$ cat src/rtl/wb2axi_pkg.sv
// Shared definitions for the Wishbone classic to AXI4 single-beat bridge.
package wb2axi_pkg;

  typedef enum logic [2:0] {
    ST_IDLE       = 3'd0,
    ST_WRITE_REQ  = 3'd1,
    ST_WRITE_RESP = 3'd2,
    ST_READ_REQ   = 3'd3,
    ST_READ_RESP  = 3'd4,
    ST_DONE       = 3'd5
  } state_e;

  localparam logic [1:0] BURST_INCR    = 2'b01;
  localparam logic [2:0] SIZE_4B       = 3'b010;
  localparam logic [1:0] RESP_OKAY     = 2'b00;
  localparam logic [1:0] RESP_EXOKAY   = 2'b01;
  localparam logic [1:0] RESP_SLVERR   = 2'b10;
  localparam logic [1:0] RESP_DECERR   = 2'b11;
  localparam logic [3:0] CACHE_DEFAULT = 4'b0011;

endpackage

$ cat src/rtl/wb2axi_bridge.sv
// Wishbone B3 classic slave to AXI4 master: one single-beat AXI transaction
// per Wishbone cycle, 32-bit data and address.
module wb2axi_bridge
  import wb2axi_pkg::*;
#(
  parameter int AXI_ID_WIDTH = 4
) (
  input  logic                    clk,
  input  logic                    rst,
  input  logic                    wb_cyc_i,
  input  logic                    wb_stb_i,
  input  logic                    wb_we_i,
  input  logic [31:0]             wb_adr_i,
  input  logic [31:0]             wb_dat_i,
  input  logic [3:0]              wb_sel_i,
  input  logic [2:0]              wb_cti_i,
  input  logic [1:0]              wb_bte_i,
  output logic                    wb_ack_o,
  output logic                    wb_err_o,
  output logic                    wb_rty_o,
  output logic [31:0]             wb_dat_o,
  output logic [AXI_ID_WIDTH-1:0] m_axi_awid,
  output logic [31:0]             m_axi_awaddr,
  output logic [7:0]              m_axi_awlen,
  output logic [2:0]              m_axi_awsize,
  output logic [1:0]              m_axi_awburst,
  output logic [3:0]              m_axi_awcache,
  output logic [2:0]              m_axi_awprot,
  output logic [3:0]              m_axi_awqos,
  output logic                    m_axi_awvalid,
  input  logic                    m_axi_awready,
  output logic [31:0]             m_axi_wdata,
  output logic [3:0]              m_axi_wstrb,
  output logic                    m_axi_wlast,
  output logic                    m_axi_wvalid,
  input  logic                    m_axi_wready,
  input  logic [AXI_ID_WIDTH-1:0] m_axi_bid,
  input  logic [1:0]              m_axi_bresp,
  input  logic                    m_axi_bvalid,
  output logic                    m_axi_bready,
  output logic [AXI_ID_WIDTH-1:0] m_axi_arid,
  output logic [31:0]             m_axi_araddr,
  output logic [7:0]              m_axi_arlen,
  output logic [2:0]              m_axi_arsize,
  output logic [1:0]              m_axi_arburst,
  output logic [3:0]              m_axi_arcache,
  output logic [2:0]              m_axi_arprot,
  output logic [3:0]              m_axi_arqos,
  output logic                    m_axi_arvalid,
  input  logic                    m_axi_arready,
  input  logic [AXI_ID_WIDTH-1:0] m_axi_rid,
  input  logic [31:0]             m_axi_rdata,
  input  logic [1:0]              m_axi_rresp,
  input  logic                    m_axi_rlast,
  input  logic                    m_axi_rvalid,
  output logic                    m_axi_rready
);

  state_e      r_state;
  logic [31:0] r_addr;
  logic [31:0] r_wdata;
  logic [3:0]  r_wstrb;
  logic [31:0] r_rdata;
  logic        r_awvalid, r_wvalid, r_arvalid, r_bready, r_rready;
  logic        r_ack, r_err;

  // A channel counts as finished once its valid is low or handshakes now.
  logic w_aw_fin, w_w_fin;
  assign w_aw_fin = !r_awvalid || m_axi_awready;
  assign w_w_fin  = !r_wvalid  || m_axi_wready;

  logic w_unused;
  assign w_unused = ^{wb_cti_i, wb_bte_i, wb_adr_i[1:0], m_axi_bid, m_axi_rid,
                      m_axi_rlast, m_axi_bresp[0], m_axi_rresp[0]};

  always_ff @(posedge clk or negedge rst) begin
    if (!rst) begin
      r_state   <= ST_IDLE;
      r_addr    <= '0;
      r_wdata   <= '0;
      r_wstrb   <= '0;
      r_rdata   <= '0;
      r_awvalid <= 1'b0;
      r_wvalid  <= 1'b0;
      r_arvalid <= 1'b0;
      r_bready  <= 1'b0;
      r_rready  <= 1'b0;
      r_ack     <= 1'b0;
      r_err     <= 1'b0;
    end else begin
      r_ack <= 1'b0;
      r_err <= 1'b0;
      case (r_state)
        ST_IDLE: begin
          if (wb_cyc_i && wb_stb_i) begin
            r_addr <= {wb_adr_i[31:2], 2'b00};
            if (wb_we_i) begin
              r_wdata   <= wb_dat_i;
              r_wstrb   <= wb_sel_i;
              r_awvalid <= 1'b1;
              r_wvalid  <= 1'b1;
              r_state   <= ST_WRITE_REQ;
            end else begin
              r_arvalid <= 1'b1;
              r_state   <= ST_READ_REQ;
            end
          end
        end
        ST_WRITE_REQ: begin
          if (r_awvalid && m_axi_awready) r_awvalid <= 1'b0;
          if (r_wvalid && m_axi_wready)   r_wvalid  <= 1'b0;
          if (w_aw_fin && w_w_fin) begin
            r_bready <= 1'b1;
            r_state  <= ST_WRITE_RESP;
          end
        end
        ST_WRITE_RESP: begin
          if (m_axi_bvalid) begin
            r_bready <= 1'b0;
            r_ack    <= !m_axi_bresp[1];
            r_err    <= m_axi_bresp[1];
            r_state  <= ST_DONE;
          end
        end
        ST_READ_REQ: begin
          if (m_axi_arready) begin
            r_arvalid <= 1'b0;
            r_rready  <= 1'b1;
            r_state   <= ST_READ_RESP;
          end
        end
        ST_READ_RESP: begin
          if (m_axi_rvalid) begin
            r_rready <= 1'b0;
            r_rdata  <= m_axi_rdata;
            r_ack    <= !m_axi_rresp[1];
            r_err    <= m_axi_rresp[1];
            r_state  <= ST_DONE;
          end
        end
        // Wait for the master to drop strobe so a held strobe is not replayed.
        ST_DONE: begin
          if (!wb_stb_i) r_state <= ST_IDLE;
        end
        default: r_state <= ST_IDLE;
      endcase
    end
  end

  assign wb_ack_o      = r_ack;
  assign wb_err_o      = r_err;
  assign wb_rty_o      = 1'b0;
  assign wb_dat_o      = r_rdata;

  assign m_axi_awid    = '0;
  assign m_axi_awaddr  = r_addr;
  assign m_axi_awlen   = 8'd0;
  assign m_axi_awsize  = SIZE_4B;
  assign m_axi_awburst = BURST_INCR;
  assign m_axi_awcache = CACHE_DEFAULT;
  assign m_axi_awprot  = 3'd0;
  assign m_axi_awqos   = 4'd0;
  assign m_axi_awvalid = r_awvalid;
  assign m_axi_wdata   = r_wdata;
  assign m_axi_wstrb   = r_wstrb;
  assign m_axi_wlast   = 1'b1;
  assign m_axi_wvalid  = r_wvalid;
  assign m_axi_bready  = r_bready;

  assign m_axi_arid    = '0;
  assign m_axi_araddr  = r_addr;
  assign m_axi_arlen   = 8'd0;
  assign m_axi_arsize  = SIZE_4B;
  assign m_axi_arburst = BURST_INCR;
  assign m_axi_arcache = CACHE_DEFAULT;
  assign m_axi_arprot  = 3'd0;
  assign m_axi_arqos   = 4'd0;
  assign m_axi_arvalid = r_arvalid;
  assign m_axi_rready  = r_rready;

endmodule

$ cat config.mk
export PLATFORM = sky130hd
export DESIGN_NAME = wb2axi_bridge
export DESIGN_NICKNAME = d
export VERILOG_FILES = /design/src/rtl/wb2axi_pkg.sv /design/src/rtl/wb2axi_bridge.sv
export SDC_FILE = /design/constraint.sdc
export NUM_CORES = 1
export LEC_CHECK = 0
export CAP_MARGIN = 10
export CORE_AREA = 2 2 126 128
export CTS_CLUSTER_DIAMETER = 200
export DETAILED_ROUTE_END_ITERATION = 6
export DIE_AREA = 0 0 128 130
export PLACE_DENSITY = 0.74
export SLEW_MARGIN = 20
export SYNTH_ARGS = -nofsm -noshare
export SYNTH_HDL_FRONTEND = slang
export SYNTH_SLANG_ARGS = --single-unit
$ cat constraint.sdc
create_clock -name clk -period 4 [get_ports clk]
set_clock_uncertainty 0.15 [all_clocks]
set_input_delay 0.4 -clock clk [delete_from_list [all_inputs] [get_ports clk]]
set_output_delay 0.4 -clock clk [all_outputs]
set_load 0.01 [all_outputs]
==> metrics.md, run 1 <==
| Metric | Value |
|---|---|
| Status | `finished clean` |
| Fin. max-slew vios | `0` |
| Input/output buffers | `244` |
| Maximum buffer depth of the clock tree | `2` |
| CP required | `4.07 ns` |
| P per Cell Area | `760 nW/um^2` |
| Yosys cell types | `31` |
| Inserted Diodes | `0` |
| Sequential share of the synthesized area | `53.8%` |
| Fmax | `0.392 GHz` |
| Design Power | `5.68 mW` |
| Multi-input gate area | `1750 sq um` |
| Syn Area/Cell | `13.6 sq um` |
| Main synth FF type | `dfrtp_1` |
| CTS Sinks | `108` |
| Iter 0 DRT Violations | `125` |
| Post-cts sizing count | `0` |
| Clock share of power | `16.9%` |
| Post-synth top area share | `53.8%` |
| Register Area | `2700 sq um` |
| Actual slew at the worst max-slew pin | `1.07 ns` |
| RePlAce Congestion | `0.719` |
| Number of iterations in the first detailed-routing pass | `4` |
| Vias in the first global route | `3444` |
| CTS buffer count | `9` |
| Ranking of synthesized cells by area | `dfrtp_1, mux2_2, buf_4` |
| Die area | `16600 sq um` |
| H-tree depth | `3` |
| Crit path kind | `reg -> reg` |
| Clk_lat worst skew | `0.34 ns` |
| Via density | `4.35` |
| Die Wd | `128 um` |
| Initial antenna violation count | `0` |
| Clk root buf | `clkbuf_16` |
| Worst VDD drop | `0.269 mV` |
| Leakage | `3.29 nW` |
| Worst relative slew slack | `28.9%` |
| Global-route wire length before repair | `18400 um` |
| Worst-path maximum fanout | `31` |
| Post-CTS Setup Bufs | `0` |
| Post-Syn Area | `5020 sq um` |
| GRT Util Overall | `14.4%` |
| CP Cell Sequence | `or4_2 -> mux2_4` |
| Die Ht | `130 um` |
| Core area | `15400 sq um` |
| DRT Wirelength | `12300 um` |
| Final setup violation count | `0` |
| Top cell type by total area after synthesis | `dfrtp_1` |
| Comb pwr share | `47.9%` |
| DP Wirelength | `9400 um` |
| Post-synth EDFFs | `0` |
| NumNets Final | `709` |
| Starting Density | `32.6%` |
| Setup_tns | `0 ns` |
| Commonest cells after routing, fill and taps aside | `clkdlybuf4s50_1, dfrtp_1, mux2_2` |
| Antenna-violating nets left | `0` |
| Cell internal pwr | `3.95 mW` |
| CP max-delay cell | `or4_2` |
| Synth warn | `0` |
| Commonest non-fill, non-tap cell in the layout | `clkdlybuf4s50_1` |
| Final min period | `2.55 ns` |
| GR Overflow Total | `0` |
| Max-cap violations | `0` |
| CP peak stage delay | `1.22 ns` |
| P_sw | `1.73 mW` |
| Worst Setup End Kind | `flip-flop` |
| DR WL/cell | `15.8 um` |
| CTS tree | `done` |
| FP Rows | `46` |
| Layout cells sized above 1 | `19.8%` |
| Seq cells post-synth | `108` |
| Sequential share of power | `35.2%` |
| Worst hold path type | `in -> async` |
| Top Ports | `325` |
| Sw frac | `30.5%` |
| Number of hold buffers added after CTS | `0` |
| Asr flop ratio synth | `100%` |
| Final core occ | `48.5%` |
| Final hold vios | `0` |
| DRC | `0` |
| Tcrit/Tclk final | `63.8%` |
| RSZ-0062 raised after global routing | `false` |
| Reg clk slew, reported paths | `0.07 ns` |
| Mapped Cells | `369` |
| Arrival @ worst endpoint | `2.62 ns` |
| Pin count of the biggest net entering global routing | `76` |
| Vias | `3386` |
| CP startpoint kind | `flip-flop` |
| Layout area overhead | `48.8%` |
| Fillers | `1382` |
## power groups by stage
stage	Sequential, mW	Clock (mW)	Combinational, mW
global placement	1.99	0	2.70
global route	2.08	1.03	2.89
floorplan	2.18	0	1.17
CTS	2.01	0.994	2.75
finish	2.00	0.960	2.72
detailed placement	2.02	0	2.75
## layer usage
| layer | up-vias | share of wire (%) | GRT usage, % |
|---|---|---|---|
| met5 | - | 0 | 0 |
| met4 | 0 | 2.6 | 6.79 |
| met3 | 16 | 6.8 | 3.44 |
| met2 | 160 | 52 | 25.8 |
| met1 | 1694 | 38 | 16.3 |
| li1 | 1516 | - | - |
## cells in the mapped netlist (2+ instances only)
master    instances
mux2_1            2
buf_4            92
nor2_1            7
a21oi_1           2
mux2_2           67
mux2_4           29
o21ai_0           6
nand2b_1          4
a31oi_1           2
and3_1            2
dfrtp_1         108
buf_2             7
buf_6             6
conb_1            2
nand2_1          15
nor2b_1           3
## stage by stage
step / instances / hold WS [ns] / setup WS (ns) / instance area [sq um]
floorplan: 429 / -0.0456 / 2.14 / 5250
global placement: 762 / 0.308 / 1.17 / 7160
detailed placement: 762 / 0.323 / 1.13 / 7160
CTS: 778 / 0.0962 / 1.46 / 7480
global route: 778 / 0.130 / 1.36 / 7480
finish: 778 / 0.0555 / 1.45 / 7480
## final timing paths
check / from / end / slack [ns] / depth (start not counted)
setup reg to reg: r_state[0] / m_axi_araddr[25] / 1.45 / 2
hold / removal: rst / m_axi_araddr[16] / 0.06 / 1
hold reg to reg: m_axi_bready / m_axi_bready / 0.34 / 2
min in group clk: m_axi_bready / m_axi_bready / 0.34 / 2
max in group asynchronous: rst / m_axi_wdata[4] / 2.61 / 2
setup / recovery: r_state[0] / m_axi_araddr[25] / 1.45 / 2
## sequential cells by signal, summed over array words and instances (netlist names)
name / cells
m_axi_araddr: 30
r_state: 3
m_axi_arvalid: 1
wb_ack_o: 1
m_axi_rready: 1
wb_err_o: 1
m_axi_wdata: 32
m_axi_wvalid: 1
m_axi_wstrb: 4
m_axi_bready: 1
m_axi_awvalid: 1
wb_dat_o: 32
## cells by family after synthesis
kind of cell,count (synthesis),share of synthesized area (%)
buffers and inverters,107,15.9
and+or+nand+nor,37,3.78
AOI/OAI and AO/OA,17,2.22
DFF,108,53.8
other,2,0.149
muxes,98,24.1
## critical path: cells and delay by family, from the launching register on
family | cells | cell delay, ns
AND/OR/NAND/NOR | 1 | 1.22
flip-flops | 1 | 0.55
multiplexers | 1 | 0.47
## layout make-up
type	instances	area share, %
flip-flops and latches	108	36.2
repair buffers	247	32.9
multi-input cells	214	23.4
clock buffers	12	3.30
well taps	192	3.21
clock inverters	4	0.971
inverters	1	0.0502
Power figures use the tool's default switching activity.
==> inputs of run 2 (changes only) <==
Settings changed: CORE_AREA 2 2 126 128 to default, CORE_UTILIZATION from default to 33, DIE_AREA 0 0 128 130 to default, PLACE_DENSITY 0.74 to 0.77.
Clock period 4 ns to 2.3 ns, I/O delays scaled along.
==> run 2 against run 1 <==
Effect of this change:
- the run now ends with DRC left
- register-to-register slack lost 1.1 ns
- wire length fell by 5.7%
- via count barely moved
- setup slack got worse by 1.1 ns
- combinational power increased by 78%
- non-clock buffer count rose by 7
- first-iteration DRC count grew 29%
- core utilization rose by 3.0 points
- cell count down 0.13%
- clock power grew 66%
- global-route usage is 0.53 points higher
- total power grew 73%
- critical endpoint is now m_axi_araddr[28]
- largest cell class unchanged
==> metrics.md, run 2 (synthesis results as in run 1) <==
| Metric | Value |
|---|---|
| H-tree depth | `3 (unchanged)` |
| DP Area | `7240 sq um (+1.2%)` |
| Reg clk slew, reported paths | `0.07 ns (about the same)` |
| Placed cell count | `760 (-0.26%)` |
| Crit path kind | `in -> reg` |
| Inserted Diodes | `0 (unchanged)` |
| Via density | `4.36 (about the same)` |
| RSZ-0062 raised after global routing | `false` |
| Actual slew at the worst max-slew pin | `0.625 ns (-0.442 ns)` |
| Layout area overhead | `50.5%` |
| Place WS | `0.0113 ns (-1.12 ns)` |
| CTS buffer count | `9 (unchanged)` |
| Antenna-violating nets left | `0 (unchanged)` |
| CP required | `2.38 ns (-1.69 ns)` |
| Maximum buffer depth of the clock tree | `2 (unchanged)` |
| GR Overflow Total | `0 (unchanged)` |
| Die Ht | `125 um (-3.5%)` |
| GRT Util Overall | `14.9% (+0.53 points)` |
| DRC | `23 (+23)` |
| Multi-input gate area | `1750 sq um (unchanged)` |
| Die Wd | `125 um (-2.0%)` |
| Leakage | `3.34 nW (+1.5%)` |
| RePlAce Congestion | `0.829 (+15%)` |
| Failing checks | `DRC` |
| Iter 0 DRT Violations | `161 (+29%)` |
| Vias in the first global route | `3456 (+0.35%)` |
| Worst hold path type | `in -> async` |
| Final setup violation count | `0 (unchanged)` |
| Clk_lat worst skew | `0.34 ns (about the same)` |
| Post-cts sizing count | `0 (unchanged)` |
| CTS Sinks | `108 (unchanged)` |
| Fmax | `0.517 GHz` |
| Tcrit/Tclk final | `84.0%` |
| Arrival @ worst endpoint | `2.01 ns (-0.61 ns)` |
| P per Cell Area | `1300 nW/um^2 (+71%)` |
| Fillers | `1237 (-10%)` |
| Worst relative slew slack | `58.3% (+29 points)` |
| Pin count of the biggest net entering global routing | `57 (-25%)` |
| Met1 Use GR | `16.4% (+0.029 points)` |
| Global-route wire length before repair | `18300 um (-0.34%)` |
| DRT Wirelength | `11600 um (-5.7%)` |
| Worst VDD drop | `0.454 mV (+69%)` |
| Commonest cells after routing, fill and taps aside | `clkdlybuf4s50_1, dfrtp_1, mux2_2` |
| CTS tree | `done` |
| Fin. max-slew vios | `0 (unchanged)` |
| Setup_tns | `0 ns (unchanged)` |
| CP startpoint kind | `primary input` |
| GRT met3 Usage | `2.65% (-0.79 points)` |
| Worst-path maximum fanout | `10 (-68%)` |
| Core area | `14700 sq um (-4.7%)` |
| Post-Layout Cell Count | `777 (-0.13%)` |
| Die area | `15700 sq um (-5.5%)` |
| Final hold vios | `0 (unchanged)` |
| NumNets Final | `716 (+0.99%)` |
| Design Power | `9.85 mW (+73%)` |
| Status | `finished with violations` |
| Busiest metal layer after global routing | `met2` |
| DR WL/cell | `14.9 um (-5.6%)` |
| Clk root buf | `clkbuf_16` |
| Top Ports | `325 (unchanged)` |
| Input/output buffers | `244 (unchanged)` |
| DP Wirelength | `8950 um (-4.8%)` |
| Starting Density | `34.2% (+1.6 points)` |
| Vias | `3385 (-0.030%)` |
| Worst Setup End Kind | `flip-flop` |
| Setup slack after layout | `0.367 ns (-1.08 ns)` |
| Commonest non-fill, non-tap cell in the layout | `clkdlybuf4s50_1` |
| Layout cells sized above 1 | `20.9% (+1.1 points)` |
| Register Area | `2700 sq um (unchanged)` |
| Number of iterations in the first detailed-routing pass | `6 (+2)` |
| Final min period | `1.93 ns` |
| Met2 Use GR | `28.0% (+2.2 points)` |
| Max-cap violations | `0 (unchanged)` |
| Final Cell Area | `7560 sq um (+1.2%)` |
| FP Rows | `44 (-4.3%)` |
| Initial antenna violation count | `0 (unchanged)` |
run 2: cell types whose count changed in the layout (fill, tap and decap cells not counted), sizes merged:
cell,previous run,this run
bufinv,2,1
dlygate4sd3,0,1
clkbuf,12,11
buf,4,10
clkinv,1,3
run 2: metrics by stage:
stage / util [%] / hold WS, ns
finish: 51.5 / 0.288
global route: 51.5 / 0.329
CTS: 51.5 / 0.310
detailed placement: 49.3 / 0.142
global placement: 49.3 / 0.119
floorplan: - / -0.216
run 2: what timing repair did:
| item | CTS | global route |
|---|---|---|
| hold buffers | 1 | 0 |
| buffers inserted | 0 | 0 |
| hold endpoints to repair | 44 | 0 |
run 2: worst paths after layout:
path	start	end	slack (ns)	cells past startpoint
setup / recovery	wb_stb_i	m_axi_araddr[28]	0.37	5
hold / removal	rst	m_axi_araddr[12]	0.29	2
setup reg to reg	r_state[2]	m_axi_araddr[28]	0.39	3
hold reg to reg	m_axi_bready	m_axi_bready	0.33	2
max in group asynchronous	rst	m_axi_araddr[11]	0.97	3
min in group clk	wb_dat_i[1]	m_axi_wdata[1]	0.33	2
run 2: cell type report:
class | instances | share of cell area [%]
clock buffer | 11 | 3.34
clock inverter | 5 | 0.794
inverter | 1 | 0.0496
multi-input combinational | 214 | 23.1
sequential | 108 | 35.7
tap | 184 | 3.04
timing repair buffer | 254 | 33.9
run 2: report_power, final:
part / total [mW] / internal (mW) / switching [mW] / leakage (nW)
clock network: 1.59 / 0.906 / 0.680 / 0.152
registers: 3.41 / 2.83 / 0.585 / 1.31
logic: 4.85 / 3.11 / 1.74 / 1.88
run 2: worst max-delay path, cell delays in order:
cell             delay (ns)
clkdlybuf4s50_1        0.50
nand2_1                0.11
or4_2                  0.61
buf_4                  0.24
mux2_4                 0.31
run 2: routing by layer:
| metal | vias up | part of all wire (%) |
|---|---|---|
| li1 | 1534 | - |
| met1 | 1666 | 37 |
| met2 | 169 | 55 |
| met3 | 16 | 5.8 |
| met4 | 0 | 2.0 |
| met5 | - | 0 |
==> inputs of run 3 (changes only) <==
Settings changed: CORE_AREA from default to 2 2 127 129, CORE_UTILIZATION 33 to default, DIE_AREA from default to 0 0 129 131, PLACE_DENSITY 0.77 to 0.73.
Clock period 2.3 ns to 1.9 ns, I/O delays scaled along.
==> run 3 against run 2 <==
Effect of this change:
- the flow now finishes without violations
- die area is 7.5% higher
- wire length is 6.4% higher
- cell count is 4.6% higher
- critical endpoint is now wb_dat_o[1]
- highest routed layer unchanged
==> metrics.md, run 3 (synthesis results as in run 1) <==
| Metric | Value |
|---|---|
| Vias in the first global route | `3341 (-3.3%)` |
| Sw frac | `30.8% (+0.28 points)` |
| Actual slew at the worst max-slew pin | `0.592 ns (-0.0333 ns)` |
| RePlAce Congestion | `0.719 (-13%)` |
| Inserted Diodes | `0 (unchanged)` |
| H-tree depth | `3 (unchanged)` |
| Core area | `15600 sq um (+6.1%)` |
| Met3 Routed Length | `838 um (+25%)` |
| DRC | `0 (-100%)` |
| CTS tree | `done` |
| Fmax | `0.557 GHz` |
| Fin. max-slew vios | `0 (unchanged)` |
| Worst Setup End Kind | `flip-flop` |
| CP startpoint kind | `flip-flop` |
| Status | `finished clean` |
| Die Wd | `129 um (+2.9%)` |
| Clk root buf | `clkbuf_16` |
| Final min period | `1.80 ns` |
| Tcrit/Tclk final | `94.5%` |
| Initial antenna violation count | `0 (unchanged)` |
| P_sw | `3.68 mW (+22%)` |
| Hold WS | `0.292 ns (+0.00444 ns)` |
| Via density | `4.17 (-4.3%)` |
| Clk_lat worst skew | `0.34 ns (about the same)` |
| Wl on met1 | `4710 um (+9.2%)` |
| Setup_tns | `0 ns (unchanged)` |
| Die area | `16900 sq um (+7.5%)` |
| CP required | `1.98 ns (-0.40 ns)` |
| Iter 0 DRT Violations | `80 (-50%)` |
| Die Ht | `131 um (+4.5%)` |
| Worst-path maximum fanout | `34 (+24)` |
| Global-route wire length before repair | `17800 um (-2.7%)` |
| RSZ-0062 raised after global routing | `false` |
| Pin count of the biggest net entering global routing | `109 (+91%)` |
| Final setup violation count | `0 (unchanged)` |
| Worst VDD drop | `0.544 mV (+20%)` |
| NumNets Final | `720 (+0.56%)` |
| Arrival @ worst endpoint | `1.87 ns (-0.14 ns)` |
| Reg clk slew, reported paths | `0.07 ns (about the same)` |
| Maximum buffer depth of the clock tree | `2 (unchanged)` |
| Crit path kind | `reg -> reg` |
| Place WS | `-0.301 ns (-0.312 ns)` |
| Sequential share of power | `34.6% (about the same)` |
| Comb pwr share | `49.9% (+0.6 points)` |
| Layout area overhead | `51.9%` |
| Starting Density | `32.2% (-2.0 points)` |
| Vias | `3388 (+0.089%)` |
| Top Ports | `325 (unchanged)` |
| Layout cells sized above 1 | `20.9% (+0.027 points)` |
| Max-cap violations | `0 (unchanged)` |
| Input/output buffers | `244 (unchanged)` |
| DR WL/cell | `15.2 um (+1.7%)` |
| Commonest cells after routing, fill and taps aside | `clkdlybuf4s50_1, dfrtp_1, mux2_2` |
| DRT Wirelength | `12400 um (+6.4%)` |
| Worst hold path type | `in -> async` |
| Number of iterations in the first detailed-routing pass | `4 (-2)` |
| Clock share of power | `15.5% (-0.6 points)` |
| Final Cell Area | `7630 sq um (+0.88%)` |
| Worst relative slew slack | `60.6% (+2.2 points)` |
| P per Cell Area | `1560 nW/um^2 (+20%)` |
| DP Wirelength | `9230 um (+3.2%)` |
| R2R depth | `5 (+2)` |
| Setup slack after layout | `0.104 ns (-0.263 ns)` |
| CTS buffer count | `9 (unchanged)` |
| GR Overflow Total | `0 (unchanged)` |
| Top Metal Used | `met4` |
| FP Rows | `46 (+4.5%)` |
| Design Power | `11.9 mW (+21%)` |
| Cell internal pwr | `8.26 mW (+21%)` |
| Commonest non-fill, non-tap cell in the layout | `clkdlybuf4s50_1` |
| Leakage | `3.35 nW (+0.33%)` |
| GRT Util Overall | `13.9% (-1.1 points)` |
| Met2 wire len | `6520 um (+2.1%)` |
| Antenna-violating nets left | `0 (unchanged)` |
| DP Area | `7300 sq um (+0.86%)` |
| CTS Sinks | `108 (unchanged)` |
| Final hold vios | `0 (unchanged)` |
run 3: cell count changes in the layout (fill, tap and decap cells not counted), sizes merged:
cell,before,now
clkinv,3,1
clkinvlp,1,2
buf,10,14
clkbuf,11,12
run 3: critical path, stage by stage (launching register included):
cell	delay [ns]
dfrtp_1	0.38
buf_4	0.19
nor2_1	0.14
and3_1	0.22
buf_12	0.22
mux2_2	0.36
run 3: path summary, 6_finish.rpt:
| check | end | start | slack (ns) |
|---|---|---|---|
| hold / removal | m_axi_wdata[0] | rst | 0.29 |
| max in group asynchronous | m_axi_arvalid | rst | 0.84 |
| setup reg to reg | wb_dat_o[1] | r_state[0] | 0.10 |
| min in group clk | m_axi_wdata[26] | wb_dat_i[26] | 0.29 |
| setup / recovery | wb_dat_o[1] | r_state[0] | 0.10 |
| hold reg to reg | m_axi_bready | m_axi_bready | 0.34 |
run 3: per-stage QoR:
step | instances | util (%)
floorplan | 429 | -
global placement | 795 | 46.8
detailed placement | 795 | 46.8
CTS | 813 | 49.0
global route | 813 | 48.9
finish | 813 | 48.9
run 3: cell type report:
class	count	area [sq um]
inverters	1	3.75
clock inverters	4	50.0
repair buffers	258	2620
fillers	1367	7970
flip-flops and latches	108	2700
clock buffers	12	236
well taps	216	270
multi-input cells	214	1750
run 3: layer usage:
layer  vias up  GRT usage [%]
li1       1547              -
met1      1652           15.4
met2       168           24.8
met3        21           3.99
met4         0           6.07
met5         -              0
run 3: repair_timing:
item,4_1_cts,5_1_grt
buffers inserted,0,0
gates cloned,1,0
setup endpoints to repair,23,6
hold buffers,1,0
resized for setup,1,1
hold endpoints to repair,108,0
run 3: power groups by stage:
| stage | Clock [mW] | Sequential (mW) | Combinational [mW] |
|---|---|---|---|
| global placement | 0 | 4.11 | 5.88 |
| CTS | 1.92 | 4.15 | 6.04 |
| finish | 1.85 | 4.13 | 5.96 |
| floorplan | 0 | 4.60 | 2.47 |
| global route | 2.03 | 4.29 | 6.35 |
| detailed placement | 0 | 4.19 | 5.98 |
